### src/rtl/acc_arb_pkg.sv
// Shared types and defaults for the packet-level accumulator stream arbiter.
package acc_arb_pkg;
  localparam int N_SRC_DEF  = 4;
  localparam int DATA_W_DEF = 32;
  localparam int CNT_W_DEF  = 16;

  typedef enum logic {IDLE = 1'b0, LOCKED = 1'b1} arb_state_t;

  function automatic int id_w(input int n);
    return (n > 1) ? $clog2(n) : 1;
  endfunction
endpackage

### src/rtl/rr_pick.sv
// Rotating-priority encoder: first requester at or after ptr, wrapping modulo N_SRC.
module rr_pick
  import acc_arb_pkg::*;
#(
  parameter int N_SRC = N_SRC_DEF,
  parameter int ID_W  = id_w(N_SRC)
) (
  input  logic [N_SRC-1:0] req,
  input  logic [ID_W-1:0]  ptr,
  output logic [N_SRC-1:0] gnt,
  output logic [ID_W-1:0]  idx,
  output logic             any
);
  int j;

  always_comb begin
    gnt = '0;
    idx = '0;
    any = 1'b0;
    j   = 0;
    for (int k = 0; k < N_SRC; k++) begin
      j = int'(ptr) + k;
      if (j >= N_SRC) j = j - N_SRC;
      if (!any && req[j]) begin
        any    = 1'b1;
        gnt[j] = 1'b1;
        idx    = ID_W'(j);
      end
    end
  end
endmodule

### src/rtl/acc_stream_arb.sv
// Packet-locked round-robin arbiter sharing one accumulator stream sink between N_SRC producers.
module acc_stream_arb
  import acc_arb_pkg::*;
#(
  parameter int N_SRC  = N_SRC_DEF,
  parameter int DATA_W = DATA_W_DEF,
  parameter int ID_W   = id_w(N_SRC),
  parameter int CNT_W  = CNT_W_DEF
) (
  input  logic                    clk,
  input  logic                    rst,
  input  logic [N_SRC-1:0]        s_tvalid,
  input  logic [N_SRC*DATA_W-1:0] s_tdata,
  input  logic [N_SRC-1:0]        s_tlast,
  output logic [N_SRC-1:0]        s_tready,
  output logic                    m_tvalid,
  output logic [DATA_W-1:0]       m_tdata,
  output logic                    m_tlast,
  input  logic                    m_tready,
  output logic [ID_W-1:0]         m_tid,
  output logic [N_SRC-1:0]        grant,
  output logic                    busy,
  output logic                    pkt_done,
  output logic [CNT_W-1:0]        pkt_cnt
);
  arb_state_t       state;
  logic [ID_W-1:0]  gidx;
  logic [ID_W-1:0]  rr_ptr;
  logic [ID_W-1:0]  next_ptr;
  logic [N_SRC-1:0] pick_gnt;
  logic [ID_W-1:0]  pick_idx;
  logic             pick_any;
  logic             locked;
  logic             accept;

  rr_pick #(.N_SRC(N_SRC), .ID_W(ID_W)) u_pick (
    .req (s_tvalid),
    .ptr (rr_ptr),
    .gnt (pick_gnt),
    .idx (pick_idx),
    .any (pick_any)
  );

  assign locked   = (state == LOCKED);
  assign busy     = locked;
  assign m_tid    = gidx;
  assign accept   = m_tvalid & m_tready;
  assign next_ptr = (gidx == ID_W'(N_SRC - 1)) ? '0 : gidx + 1'b1;

  // Pass-through is gated by state, so reset (state=IDLE) forces every path to zero.
  always_comb begin
    m_tvalid = 1'b0;
    m_tdata  = '0;
    m_tlast  = 1'b0;
    s_tready = '0;
    if (locked) begin
      m_tvalid = s_tvalid[gidx];
      m_tdata  = s_tdata[int'(gidx)*DATA_W +: DATA_W];
      m_tlast  = s_tlast[gidx];
      s_tready = grant & {N_SRC{m_tready}};
    end
  end

  always_ff @(posedge clk or negedge rst) begin
    if (!rst) begin
      state    <= IDLE;
      grant    <= '0;
      gidx     <= '0;
      rr_ptr   <= '0;
      pkt_done <= 1'b0;
      pkt_cnt  <= '0;
    end else begin
      pkt_done <= 1'b0;
      case (state)
        IDLE: begin
          if (pick_any) begin
            state <= LOCKED;
            grant <= pick_gnt;
            gidx  <= pick_idx;
          end
        end
        LOCKED: begin
          // Grant is held through source bubbles; only an accepted tlast releases it.
          if (accept && m_tlast) begin
            state    <= IDLE;
            grant    <= '0;
            gidx     <= '0;
            rr_ptr   <= next_ptr;
            pkt_done <= 1'b1;
            pkt_cnt  <= pkt_cnt + 1'b1;
          end
        end
        default: state <= IDLE;
      endcase
    end
  end
endmodule

### config.mk
export PLATFORM = sky130hd
export DESIGN_NAME = acc_stream_arb
export DESIGN_NICKNAME = d
export VERILOG_FILES = /design/src/rtl/acc_arb_pkg.sv /design/src/rtl/rr_pick.sv /design/src/rtl/acc_stream_arb.sv
export SDC_FILE = /design/constraint.sdc
export NUM_CORES = 1
export LEC_CHECK = 0
export CAP_MARGIN = 20
export CORE_MARGIN = 1
export CORE_UTILIZATION = 35
export DETAILED_ROUTE_END_ITERATION = 10
export MAX_ROUTING_LAYER = met4
export PLACE_DENSITY_LB_ADDON = 0.3
export SYNTH_ARGS = -nofsm -noshare
export SYNTH_HDL_FRONTEND = slang
export SYNTH_SLANG_ARGS = --single-unit
### constraint.sdc
create_clock -name clk -period 2.9 [get_ports clk]
set_input_delay 0.725 -clock clk [delete_from_list [all_inputs] [get_ports clk]]
set_output_delay 0.725 -clock clk [all_outputs]
set_load 0.01 [all_outputs]
**Yosys cells after proc, flatten, opt, wreduce, memory -nomap -nowiden**

Index checks and enable logic that the tools add are counted.

- Output and inout port bits: 62
- Register bits after elaboration: 26

- Bitwise gates (word level): 6
- Shift operators: 1
- Reductions and logical operators: 13
- $add $sub $neg: 9
- $lt $le $gt $ge: 13
- Multiplexer cells: 56
- Eq/ne operators: 3

Operator list:

| kind | number |
|---|---|
| two-way mux 32 bit | 5 |
| greater-or-equal comparator 32 x 1 -> 1 bit, second input constant | 4 |
| < comparator 32 x 4 -> 1 bit, second input constant | 4 |
| indexed part select 128 x 8 -> 32 bit | 1 |
| greater-or-equal comparator 32 x 4 -> 1 bit, second input constant | 3 |
| subtractor 32 x 4 -> 32 bit, second input constant | 3 |
| two-way mux 4 bit | 7 |
| two-way mux 1 bit | 24 |
| adder 16 x 1 -> 16 bit, second input constant | 1 |
| two-way mux 2 bit | 7 |
| binary-select mux 1 bit (select 2 bit) | 6 |
| bitwise OR 4 bit | 3 |
| demux 1 bit (select 2 bit) | 4 |
| logical AND 1 bit | 8 |
| case mux 4 bit (2 select lines) | 1 |
| adder 2 x 2 -> 3 bit, second input constant | 2 |
| bitwise AND 4 bit | 1 |
| case mux 2 bit (2 select lines) | 1 |
| AND reduction 2 bit | 2 |
| subtractor 2 x 3 -> 4 bit, second input constant | 1 |
| adder 2 x 1 -> 3 bit, second input constant | 1 |
| greater-or-equal comparator 2 x 3 -> 1 bit, second input constant | 1 |
| logical NOT 1 bit | 3 |
| < comparator 2 x 3 -> 1 bit, second input constant | 1 |
| other kinds (7) | 7 |

**Depth between registers and ports, before layout**

Gate-level depths: netlist (run 1).

- Word-level depth: 17
- Gate-level depth with buffers: 9
- Mapped depth without buffers: 7

**Cells and area by module**

Synthesis (run 1) repeated with hierarchy kept, for this count alone.

- Cells, all modules: 245
- Area total of the unflattened synthesis: 2778.9 sq um

By module, submodules not included:

| module | area an instance (sq um) | seq. area each (sq um) | cells an instance | instances |
|---|---|---|---|---|
| acc_stream_arb | 2318.5 | 650.6 | 197 | 1 |
| rr_pick | 460.4 | 0.0 | 48 | 1 |

**Worst setup path after synthesis (run 1)**

OpenSTA, ideal clock, no wires.

- Kind: flip-flop to output port
- From: reg gidx[0], in the netlist m_tid[0]
- To: out m_tdata[12]
- Arrival time: 1.617 ns
- Required time: 2.175 ns
- Path buffers: 2
- Slack: 0.558 ns
- Cell stages (with the launch flop): 5
- Cells stage by stage: dfrtp_1 buf_4 buf_2 mux4_2 and2_1

- Word-level cells in the longest chain between the ends: 2

Ends and longest elaborated chain:

| what | RTL line | text |
|---|---|---|
| from (decl) | acc_stream_arb.sv:27 | `logic [ID_W-1:0] gidx;` |
| from (signal assigned) | acc_stream_arb.sv:79 | `gidx <= pick_idx;` |
| indexed part select 128 x 8 -> 32 bit | acc_stream_arb.sv:58 | `m_tdata = s_tdata[int'(gidx)*DATA_W +: DATA_W];` |
| two-way mux 32 bit | acc_stream_arb.sv:56 | `if (locked) begin` |
| to (decl) | acc_stream_arb.sv:17 | `output logic [DATA_W-1:0] m_tdata,` |

Every way passes these cells.

**Worst setup path in the final report (run 1)**

- From: in s_tdata[127]
- To: out m_tdata[31]

- Word-level cells in the longest chain between the ends: 2

Ends and longest elaborated chain:

| what | RTL line | text |
|---|---|---|
| from (decl) | acc_stream_arb.sv:13 | `input logic [N_SRC*DATA_W-1:0] s_tdata,` |
| indexed part select 128 x 8 -> 32 bit | acc_stream_arb.sv:58 |  |
| two-way mux 32 bit | acc_stream_arb.sv:56 |  |

Every way passes these cells.

==> results.yml, run 1 <==
status:
  run_status: "finished clean"
sta:
  period_minus_slack_ns: 2.87
  worst_pin_slew_ns: 0.545
  slew_violations: 0
  min_period_over_period_pct: 98.9
  relative_slew_slack_pct: 63.3
  final.setup_skew_ns: 0.00351
  unrepaired_setup_endpoints_after_global_routing: "no"
  finalHoldViolations: 0
  setup_viol_count_final: 0
  timing.fmax_mhz: 349
floorplan:
  floorplan.initialDensity_pct: 36.7
  core.rowCount: 31
  core_area_um2: 7370
  die_w_um: 89.9
  die_area_um2: 8070
  die_h_um: 89.9
  num_io_pins: 201
synthesis:
  async_flop_share_pct: 100
  ys_seq_area_share_pct: 24.1
  ys_dominant_reg_cell: "dfrtp_1"
  synthesis.instances: 264
  post_synth.cell_area_avg_um2: 10.2
  synth.distinct_cells: 42
  synth_edf_count: 0
  synth.net_count: 409
  post_synth_instance_area_um2: 2700
  yosys_register_bits: 26
  synth_warnings: 0
routing:
  antenna_left: 0
  drc_viols: 0
  route.vias.total: 2957
  avgRoutedWirePerCell_um: 18.8
  detailedRoute.firstPassIterationCount: 4
  totalWireLength_mm: 10.6
  via_density_per_instance: 5.25
  initialDrtViolationCount: 136
run:
  drv_cap: 0
power_and_ir_drop:
  cellPowerDensity_nw_per_um2: 729
  irDropWorstVdd_mv: 0.469
  p_leak_nw: 1.95
  total_power_mw: 3.58
global_route:
  aggregate_global_routing_overflow: 0
  first_global_vias: 3007
  grt_pass1_wl_mm: 16.7
  antenna_found_initial: 3
  grtUsageTotal_pct: 27.1
  grt_max_degree: 45
layout:
  drive_gt1_share_pct: 14.1
  area_growth_pct: 82.0
  final_net_count: 607
  fillerInstances: 608
  instances_no_fill: 563
  sequential_area_um2: 653
  multi_input_area_um2: 1920
setup_path:
  endpoint_kind: "output pin"
  worstPathArrival_ns: 2.14
  start_kind: "input pin"
  type_of_the_worst_setup_path: "in2out"
  critical_path_peak_fanout: 1
  timing.critical_path.required_ns: 2.17
clock_tree:
  tritoncts: "yes"
  worst_skew_pair.late_latency_ns: 0.27
  clk_pin_slew_worst_paths_ns: 0.09
  cts_htree_levels: 1
  clockBufferDepth: 2
  hold_buffers: 0
  cts_root_buffer: "clkbuf_8"
  clkSinkCount: 26
  cts_buffers: 3
placed_design:
  detailedPlacementHpwl_mm: 8.46
  post-place-cells: 555
  place_congestion: 0.929
  placement.io_buffers: 200
worst_hold_path:
  hp-class: "reg2reg"
## stage by stage
step | setup WS [ns] | setup TNS (ns) | area, um2 | hold slack [ns] | util (%)
final | 0.0327 | 0 | 4920 | 0.485 | 66.7
after global routing | 0.00883 | 0 | 4920 | 0.520 | 66.7
after CTS | 0.0400 | 0 | 4900 | 0.485 | 66.5
after detailed placement | -0.179 | -2.21 | 4870 | 0.469 | 66.1
after global placement | -0.177 | -1.74 | 4870 | 0.459 | 66.1
after floorplan | 0.558 | 0 | 2700 | 0.429 | -
## cell usage after synthesis (2+ instances only)
master | number | area share, %
and2_1 | 33 | 7.6
or3_1 | 4 | 0.93
nand4_1 | 4 | 0.93
a31oi_1 | 6 | 1.4
nand3_1 | 4 | 0.74
nand2_1 | 18 | 2.5
mux2_2 | 2 | 0.83
nand3b_1 | 2 | 0.56
mux4_2 | 33 | 28
a21oi_1 | 8 | 1.5
xor2_1 | 8 | 2.6
xnor2_1 | 7 | 2.3
ha_1 | 6 | 2.8
buf_4 | 2 | 0.56
or3_4 | 2 | 0.83
buf_2 | 9 | 1.7
nor4_1 | 5 | 1.2
dfrtp_1 | 26 | 24
nor2_1 | 13 | 1.8
inv_1 | 7 | 0.97
and3_1 | 5 | 1.2
nor3_1 | 6 | 1.1
clkbuf_1 | 9 | 1.3
mux2i_1 | 6 | 2.2
o22ai_1 | 2 | 0.46
nand2b_1 | 3 | 0.69
o211ai_1 | 4 | 1.1
a221o_1 | 4 | 1.5
buf_1 | 2 | 0.28
o21ai_0 | 12 | 2.2
## power by group
part	total, mW	switching, mW	leakage [nW]	internal, mW
sequential	0.577	0.127	0.336	0.450
clock	0.299	0.114	0.0357	0.185
combinational	2.71	1.21	1.58	1.49
## cell families after synthesis
logic type	after synthesis	synth area share, %
compound gates	42	10.5
buf+inv	29	4.72
mux	41	30.6
xor+xnor	15	4.86
simple gates	105	22.5
fa+ha+maj	6	2.78
flops	26	24.1
## routing by layer
| metal | share of wire, % | vias up | track usage [%] |
|---|---|---|---|
| met3 | 7.8 | 22 | 7.28 |
| met4 | 2.7 | 0 | 8.47 |
| met5 | 0 | - | - |
| met2 | 48 | 125 | 42.4 |
| li1 | - | 1404 | - |
| met1 | 42 | 1406 | 34.5 |
## final timing paths
kind                                              start                      end  slack [ns]  depth (start not counted)
worst min-delay path            pkt_cnt[15]$_DFFE_PN0P_  pkt_cnt[15]$_DFFE_PN0P_        0.48                          1
worst max-delay path                       s_tdata[127]              m_tdata[31]        0.03                          4
worst min register to register  pkt_cnt[15]$_DFFE_PN0P_  pkt_cnt[15]$_DFFE_PN0P_        0.48                          1
max in group asynchronous                           rst     m_tid[0]$_DFFE_PN0P_        1.82                          2
worst max register to register    rr_ptr[1]$_DFFE_PN0P_     grant[3]$_DFFE_PN0P_        0.56                          7
min in group asynchronous                           rst   pkt_cnt[6]$_DFFE_PN0P_        0.81                          2
## what timing repair did
action	CTS	global route
buffers inserted	0	1
resized for setup	33	0
gates cloned	0	0
setup endpoints to repair	33	1
endpoints found under the hold margin	0	0
## critical path, stage by stage
cell and delay (ns):
clkdlybuf4s50_1 0.46, mux4_2 0.48, and2_1 0.16, dlygate4sd2_1 0.31
## layout by cell type (no fill, tap or decap), types with 3 or more instances in the layout
cell type | netlist | final
a21oi_1 | 8 | 8
a221o_1 | 4 | 4
a31oi_1 | 6 | 6
and2_1 | 33 | 33
and3_1 | 5 | 5
buf_12 | 0 | 3
buf_4 | 2 | 12
clkbuf_8 | 0 | 3
clkdlybuf4s50_1 | 0 | 167
dfrtp_1 | 26 | 24
diode_2 | 0 | 3
dlygate4sd2_1 | 0 | 33
ha_1 | 6 | 6
inv_1 | 7 | 7
mux2i_1 | 6 | 6
mux4_2 | 33 | 33
nand2_1 | 18 | 18
nand2b_1 | 3 | 3
nand3_1 | 4 | 4
nand4_1 | 4 | 4
nor2_1 | 13 | 13
nor3_1 | 6 | 6
nor4_1 | 5 | 5
o211ai_1 | 4 | 4
o21ai_0 | 12 | 12
or3_1 | 4 | 4
xnor2_1 | 7 | 7
xor2_1 | 8 | 8
## cell type report
type | count | area share, %
inverters | 7 | 0.534
diodes | 3 | 0.153
clock buffers | 3 | 0.840
flip-flops and latches | 26 | 13.3
multi-input cells | 209 | 39.1
repair buffers | 215 | 42.9
well taps | 99 | 2.52
clock inverters | 1 | 0.611
## sequential cells by signal (all words and copies together) (netlist names)
register / count
pkt_done: 1
grant: 4
pkt_cnt: 16
m_tid: 2
rr_ptr: 2
busy: 1
Note: power is estimated with default switching activity, not from simulation.
==> run 2: changes to the inputs <==
ABC_AREA = 0   (was not set)
GPL_TIMING_DRIVEN = 1   (was not set)
==> results of run 2 <==
Final layout, timing and power as in run 1 (identical DEF).
